`src/rtl/rat_checkpoint_ctrl_pkg.sv`:
```
// ============================================================================
//  Module      : rat_checkpoint_ctrl_pkg
//  Description : Shared sizes, slot types and FSM encoding for rename checkpoints.
//  Revision    : 1.0 - initial release
// ============================================================================
`default_nettype none

package rat_checkpoint_ctrl_pkg;

    localparam int unsigned c_rat_cp_size  = 4;
    localparam int unsigned c_rat_cp_idx_w = $clog2(c_rat_cp_size);

    typedef logic [c_rat_cp_idx_w-1:0] cp_idx_t;
    typedef logic [c_rat_cp_size-1:0]  cp_mask_t;

    typedef enum logic [0:0] {
        ST_IDLE    = 1'b0,
        ST_RECOVER = 1'b1
    } cp_state_e;

endpackage

`default_nettype wire

```
`src/rtl/rat_checkpoint_ctrl_if.sv`:
```
// ============================================================================
//  Module      : rat_checkpoint_ctrl_if
//  Description : Rename-stage checkpoint request/resolution/snapshot bundle.
//  Revision    : 1.0 - initial release
// ============================================================================
`default_nettype none

interface rat_checkpoint_ctrl_if
    import rat_checkpoint_ctrl_pkg::*;
#(
    parameter int CP_SIZE  = c_rat_cp_size,
    parameter int CP_IDX_W = $clog2(CP_SIZE)
);

    logic                br_req;
    logic                res_valid;
    logic [CP_IDX_W-1:0] res_idx;
    logic                res_mispredict;
    logic                check;
    logic [CP_IDX_W-1:0] check_idx;
    logic                recover;
    logic [CP_IDX_W-1:0] recover_idx;
    logic                cp_stall;
    logic [CP_SIZE-1:0]  live_mask;

    modport master (
        output br_req, res_valid, res_idx, res_mispredict,
        input  check, check_idx, recover, recover_idx, cp_stall, live_mask
    );

    modport slave (
        input  br_req, res_valid, res_idx, res_mispredict,
        output check, check_idx, recover, recover_idx, cp_stall, live_mask
    );

endinterface

`default_nettype wire

```
`src/rtl/rat_checkpoint_ctrl_cp_squash_mask.sv`:
```
// ============================================================================
//  Module      : cp_squash_mask
//  Description : Marks the mispredicted slot and every younger allocated slot.
//  Revision    : 1.0 - initial release
// ============================================================================
`default_nettype none

module cp_squash_mask
    import rat_checkpoint_ctrl_pkg::*;
#(
    parameter int CP_SIZE  = c_rat_cp_size,
    parameter int CP_IDX_W = $clog2(CP_SIZE)
) (
    input  wire logic [CP_IDX_W-1:0] i_head,
    input  wire logic [CP_IDX_W-1:0] i_res_idx,
    input  wire logic [CP_IDX_W-1:0] i_tail,
    output logic      [CP_SIZE-1:0]  o_mask
);

    logic [CP_IDX_W-1:0] w_d_res;
    logic [CP_IDX_W-1:0] w_d_tail;

    // Ages relative to head; a zero tail distance can only mean "full" here,
    // because a squash always names a live slot.
    assign w_d_res  = i_res_idx - i_head;
    assign w_d_tail = i_tail - i_head;

    for (genvar i = 0; i < CP_SIZE; i++) begin : g_slot
        logic [CP_IDX_W-1:0] w_d_slot;
        assign w_d_slot  = CP_IDX_W'(i) - i_head;
        assign o_mask[i] = (w_d_slot >= w_d_res) &&
                           ((w_d_tail == '0) || (w_d_slot < w_d_tail));
    end

endmodule

`default_nettype wire

```
`src/rtl/rat_checkpoint_ctrl.sv`:
```
// ============================================================================
//  Module      : rat_checkpoint_ctrl
//  Description : Circular allocator of RAT/free-list checkpoints for branches.
//  Revision    : 1.0 - initial release
// ============================================================================
`default_nettype none

module rat_checkpoint_ctrl
    import rat_checkpoint_ctrl_pkg::*;
#(
    parameter int CP_SIZE  = c_rat_cp_size,
    parameter int CP_IDX_W = $clog2(CP_SIZE)
) (
    input  wire logic           clock,
    input  wire logic           reset,
    rat_checkpoint_ctrl_if.slave cp
);

    localparam logic [CP_IDX_W:0] c_full = (CP_IDX_W+1)'(CP_SIZE);

    logic [CP_IDX_W-1:0] r_head;
    logic [CP_IDX_W-1:0] r_tail;
    logic [CP_IDX_W:0]   r_count;
    logic [CP_SIZE-1:0]  r_live;
    logic [CP_SIZE-1:0]  r_resolved;
    cp_state_e           r_state;

    cp_state_e           w_state_next;
    logic                w_mis;
    logic                w_ok;
    logic                w_stall;
    logic                w_check;
    logic                w_release;
    logic [CP_SIZE-1:0]  w_squash;

    cp_squash_mask #(
        .CP_SIZE  (CP_SIZE),
        .CP_IDX_W (CP_IDX_W)
    ) u_squash (
        .i_head    (r_head),
        .i_res_idx (cp.res_idx),
        .i_tail    (r_tail),
        .o_mask    (w_squash)
    );

    // Reset masks the combinational strobes so a discarded slot never recovers.
    always_comb begin
        w_state_next = ST_IDLE;
        w_mis        = 1'b0;
        w_ok         = 1'b0;
        w_stall      = 1'b0;
        w_check      = 1'b0;
        w_release    = 1'b0;

        w_mis   = ~reset & cp.res_valid &  cp.res_mispredict & r_live[cp.res_idx];
        w_ok    = ~reset & cp.res_valid & ~cp.res_mispredict & r_live[cp.res_idx];
        w_stall = (r_count == c_full) | (r_state == ST_RECOVER) | w_mis;
        w_check = ~reset & cp.br_req & ~w_stall;
        w_release = ~w_mis & r_live[r_head] &
                    (r_resolved[r_head] | (w_ok & (cp.res_idx == r_head)));

        case (r_state)
            ST_IDLE:    w_state_next = w_mis ? ST_RECOVER : ST_IDLE;
            ST_RECOVER: w_state_next = w_mis ? ST_RECOVER : ST_IDLE;
            default:    w_state_next = ST_IDLE;
        endcase
    end

    assign cp.check       = w_check;
    assign cp.check_idx   = r_tail;
    assign cp.recover     = w_mis;
    assign cp.recover_idx = cp.res_idx;
    assign cp.cp_stall    = w_stall;
    assign cp.live_mask   = r_live;

    always_ff @(posedge clock) begin
        if (reset) begin
            r_head     <= '0;
            r_tail     <= '0;
            r_count    <= '0;
            r_live     <= '0;
            r_resolved <= '0;
            r_state    <= ST_IDLE;
        end else begin
            r_state <= w_state_next;
            if (w_mis) begin
                r_live     <= r_live & ~w_squash;
                r_resolved <= r_resolved & ~w_squash;
                r_tail     <= cp.res_idx;
                r_count    <= {1'b0, cp.res_idx - r_head};
            end else begin
                if (w_ok) begin
                    r_resolved[cp.res_idx] <= 1'b1;
                end
                // Allocation and release never target the same slot: tail==head
                // only when empty (no release) or full (no allocation).
                if (w_check) begin
                    r_live[r_tail]     <= 1'b1;
                    r_resolved[r_tail] <= 1'b0;
                    r_tail             <= r_tail + 1'b1;
                end
                if (w_release) begin
                    r_live[r_head] <= 1'b0;
                    r_head         <= r_head + 1'b1;
                end
                r_count <= r_count + {{CP_IDX_W{1'b0}}, w_check}
                                   - {{CP_IDX_W{1'b0}}, w_release};
            end
        end
    end

endmodule

`default_nettype wire

```
`src/flat_wrapper.sv`:
```
// flat-port wrapper written by rule: the top's interface ports become plain ports
module rat_checkpoint_ctrl_flat import rat_checkpoint_ctrl_pkg::*;
#(
    parameter int CP_SIZE  = c_rat_cp_size,
    parameter int CP_IDX_W = $clog2(CP_SIZE)
)
  (clock, reset, cp_br_req, cp_res_valid, cp_res_idx, cp_res_mispredict, cp_check, cp_check_idx, cp_recover, cp_recover_idx, cp_cp_stall, cp_live_mask);
  rat_checkpoint_ctrl_if #(.CP_SIZE(CP_SIZE), .CP_IDX_W(CP_IDX_W)) cp_i ();
  input  wire logic clock;
  input  wire logic reset;
  input wire logic [$bits(cp_i.br_req)-1:0] cp_br_req;
  input wire logic [$bits(cp_i.res_valid)-1:0] cp_res_valid;
  input wire logic [$bits(cp_i.res_idx)-1:0] cp_res_idx;
  input wire logic [$bits(cp_i.res_mispredict)-1:0] cp_res_mispredict;
  output wire logic [$bits(cp_i.check)-1:0] cp_check;
  output wire logic [$bits(cp_i.check_idx)-1:0] cp_check_idx;
  output wire logic [$bits(cp_i.recover)-1:0] cp_recover;
  output wire logic [$bits(cp_i.recover_idx)-1:0] cp_recover_idx;
  output wire logic [$bits(cp_i.cp_stall)-1:0] cp_cp_stall;
  output wire logic [$bits(cp_i.live_mask)-1:0] cp_live_mask;
  assign cp_i.br_req = cp_br_req;
  assign cp_i.res_valid = cp_res_valid;
  assign cp_i.res_idx = cp_res_idx;
  assign cp_i.res_mispredict = cp_res_mispredict;
  assign cp_check = cp_i.check;
  assign cp_check_idx = cp_i.check_idx;
  assign cp_recover = cp_i.recover;
  assign cp_recover_idx = cp_i.recover_idx;
  assign cp_cp_stall = cp_i.cp_stall;
  assign cp_live_mask = cp_i.live_mask;
  rat_checkpoint_ctrl #(.CP_SIZE(CP_SIZE), .CP_IDX_W(CP_IDX_W)) u_core (.clock(clock), .reset(reset), .cp(cp_i));
endmodule
```
`config.mk`:
```
export PLATFORM = sky130hd
export DESIGN_NAME = rat_checkpoint_ctrl_flat
export DESIGN_NICKNAME = d
export VERILOG_FILES = /design/src/rtl/rat_checkpoint_ctrl_pkg.sv /design/src/rtl/rat_checkpoint_ctrl_if.sv /design/src/rtl/rat_checkpoint_ctrl_cp_squash_mask.sv /design/src/rtl/rat_checkpoint_ctrl.sv /design/src/flat_wrapper.sv
export SDC_FILE = /design/constraint.sdc
export NUM_CORES = 1
export LEC_CHECK = 0
export BUFFER_PORTS_ARGS = -buffer_cell sky130_fd_sc_hd__buf_2
export CORE_UTILIZATION = 52
export DETAILED_ROUTE_END_ITERATION = 6
export MAX_ROUTING_LAYER = met4
export PLACE_DENSITY = 0.76
export SYNTH_ARGS = -nofsm -noshare
export SYNTH_HDL_FRONTEND = slang
export SYNTH_SLANG_ARGS = --single-unit
```
`constraint.sdc`:
```
create_clock -name clock -period 3 [get_ports clock]
set_input_delay 0.6 -clock clock [delete_from_list [all_inputs] [get_ports clock]]
set_output_delay 0.6 -clock clock [all_outputs]
set_load 0.1 [all_outputs]
```
==> impl_metrics.toml <==
[global_routing]
grt_max_degree = 10
grtUsageTotal_pct = 26.9
first_global_vias = 1213
grt_pass1_wl_mm = 5.40
grt_overflow = 0
antenna_found_initial = 0

[setup_path]
r2r_setup_slack_ps = 290
crit_path_max_incr_delay_ps = 530
worst_setup_path_start_kind = "input port"
r2r_start = "u_core.r_head[0]"
timing.critical_path.cells = "buf_2 > mux4_2 > a41o_1 > and3_1 > ha_1 > inv_1 > ha_1 > inv_1 > fa_1 > or3_1 > o21ai_0"
timing.rr.end = "u_core.r_count[1]"
cp_slowest_cell = "mux4_2"
endpoint_kind = "register"
arrival_ps = 2960
crit_required_ps = 3230
path_class = "input port to register"
path_buf_inv = 3
r2r_cells = 10
cp_top_family = "adder cells"
critical_path.max_fanout = 3

[flow_run]
drv_cap = 0

[cts]
cts_buffers = 3
cts_max_level = 1
postCtsSetupBuffers = 0
clk_latency_ps = 290
cts_resized = 0
cts_tree = "done"
hold_buffers = 0
clk_path_buf_depth = 2
numClockSinks = 16
path_clk_slew_ps = 100
cts-root-buf = "clkbuf_4"

[die]
die_w_um = 53.9
io_pins = 18
initial_core_util_pct = 56.0
rows = 18
die_h_um = 53.9
core-area_mm2 = 0.00250
die_area_mm2 = 0.00290

[detailed_routing]
first_pass_iters = 4
ant_nets = 0
via_per_inst = 5.92
drc = 0
routed_wirelength_mm = 3.28
first_iter_violations = 40
vias = 1284
wl_per_cell_um = 15.1

[layout]
multiInputGateArea_um2 = 983
diodes = 0
area_delta_synth_final_pct = 17.8
final-seq-area_um2 = 325
layout-drive-gt1-share_pct = 25.7
final_nets = 221
fillers = 212

[timing]
fmax_ghz = 0.366
post-route-min-period_ps = 2730
finClkSkew_ps = 7.31
max_slew_margin_pct = 67.9
worst_slew_pin_slew_ps = 480
finalWorstSetupSlack_ps = 271
finalSetupViolCount = 0
finalHoldViolCount = 0
drv_slew = 0
rsz0062_at_grt = "false"
fin_crit_sh_pct = 91.0

[yosys]
yosys_register_bits = 16
netlist_instances = 157
synth.most_common_cell = "ha_1"
synth_common_cells = "ha_1 (25), nand2_1 (17), dfxtp_1 (16)"
yosysTopAreaCell = "dfxtp_1"
synth_top_cells_by_area = "dfxtp_1 (23%), ha_1 (22%), mux4_2 (4.8%)"
avgSynthCellArea_um2 = 8.91
ys_seq_area_share_pct = 22.9
yosysWarnings = 0
syn-cell-area_mm2 = 0.00140
synth_cell_type_count = 43
yosysTopAreaCellShare_pct = 22.9
ys.flop_type = "dfxtp_1"
syn-num-nets = 190
synth_edf_count = 0
async_reset_ff_share_pct = 0

[min_path]
whs_endpoint = "u_core.cp.live_mask[0]"
min_from = "u_core.cp.live_mask[0]"
min_path_cells = 2
hold_class = "register to register"

[placed_design]
pre_cts_slack_ps = -55.2
place.gp.congestion = 0.920
io_buffers = 17
hpwlAfterDp_mm = 2.66

[power]
ir_drop_mv = 0.353
design_power_total_uw = 689
p_leak_uw = 0.000792
power_density_mw_per_mm2 = 418

[outcome]
status = "completed"
==> metal layers <==
metal | vias up | GRT usage [%] | routed length [um]
li1 | 611 | - | -
met1 | 603 | 32.0 | 1420
met2 | 63 | 45.9 | 1570
met3 | 7 | 4.24 | 236
met4 | 0 | 8.33 | 51
met5 | - | - | 0
==> how the worst max path moves through the flow <==
stage	from	to	slack, ps	cells past startpoint
finish	cp_res_idx[0]	u_core.r_count[1]	270	11
CTS	cp_res_idx[0]	u_core.r_count[1]	260	11
global route	cp_res_idx[0]	u_core.r_count[1]	110	11
floorplan	cp_res_idx[0]	u_core.r_count[1]	10	11
detailed placement	cp_res_idx[0]	u_core.r_count[1]	-60	11
global placement	cp_res_idx[0]	u_core.r_count[1]	3	11
==> placed cells by master (no fill, tap or decap), types with 4 or more instances in the layout <==
cell / count
ha_1: 25
nand2_1: 17
buf_2: 16
buf_4: 15
inv_1: 13
dfxtp_1: 12
nor2_1: 10
a21oi_1: 10
nand3_1: 9
xnor2_1: 5
o22ai_1: 4
dfxtp_2: 4
==> cell type report <==
cell class,instances,area share (%)
Sequential cell,16,19.7
Multi-Input combinational cell,121,59.7
Clock buffer,4,2.20
Timing Repair Buffer,32,12.9
Inverter,14,3.19
Tap cell,30,2.28
==> report_power, final <==
| group | switching, uW | internal, uW | total (uW) |
|---|---|---|---|
| sequential | 22.0 | 230 | 252 |
| combinational | 203 | 88.9 | 292 |
| clock | 70.8 | 74.0 | 145 |
==> sequential cells by signal, summed over array words and instances, names as in the netlist <==
| signal | flops |
|---|---|
| u_core.r_resolved | 4 |
| u_core.r_head | 2 |
| u_core.r_state | 1 |
| u_core.cp.live_mask | 4 |
| u_core.cp.check_idx | 2 |
| u_core.r_count | 3 |
==> tightest hold or removal path, cell delays in order, from the launching register on <==
cell	delay [ps]
dfxtp_2	360
nand3_1	70
nand2_1	40
==> logic make-up after synthesis <==
kind of cell,synth area share [%]
AND/OR/NAND/NOR,18.6
AO/OA/AOI/OAI,15.0
XOR/XNOR,6.62
flip-flops,22.9
multiplexers,6.26
adder cells (fa/ha/maj),23.8
buffers and inverters,6.80
==> metrics by stage <==
| stage | hold slack, ps | instances | instance area (um^2) | TNS [ps] | utilization, % |
|---|---|---|---|---|---|
| final | 502 | 217 | 1650 | 0 | 65.9 |
| after global routing | 522 | 217 | 1650 | 0 | 65.9 |
| after CTS | 505 | 217 | 1650 | 0 | 65.9 |
| after detailed placement | 483 | 213 | 1610 | -55.2 | 64.5 |
| after global placement | 469 | 213 | 1610 | 0 | 64.5 |
| after floorplan | 446 | 157 | 1400 | 0 | - |
Power figures use the tool's default switching activity.
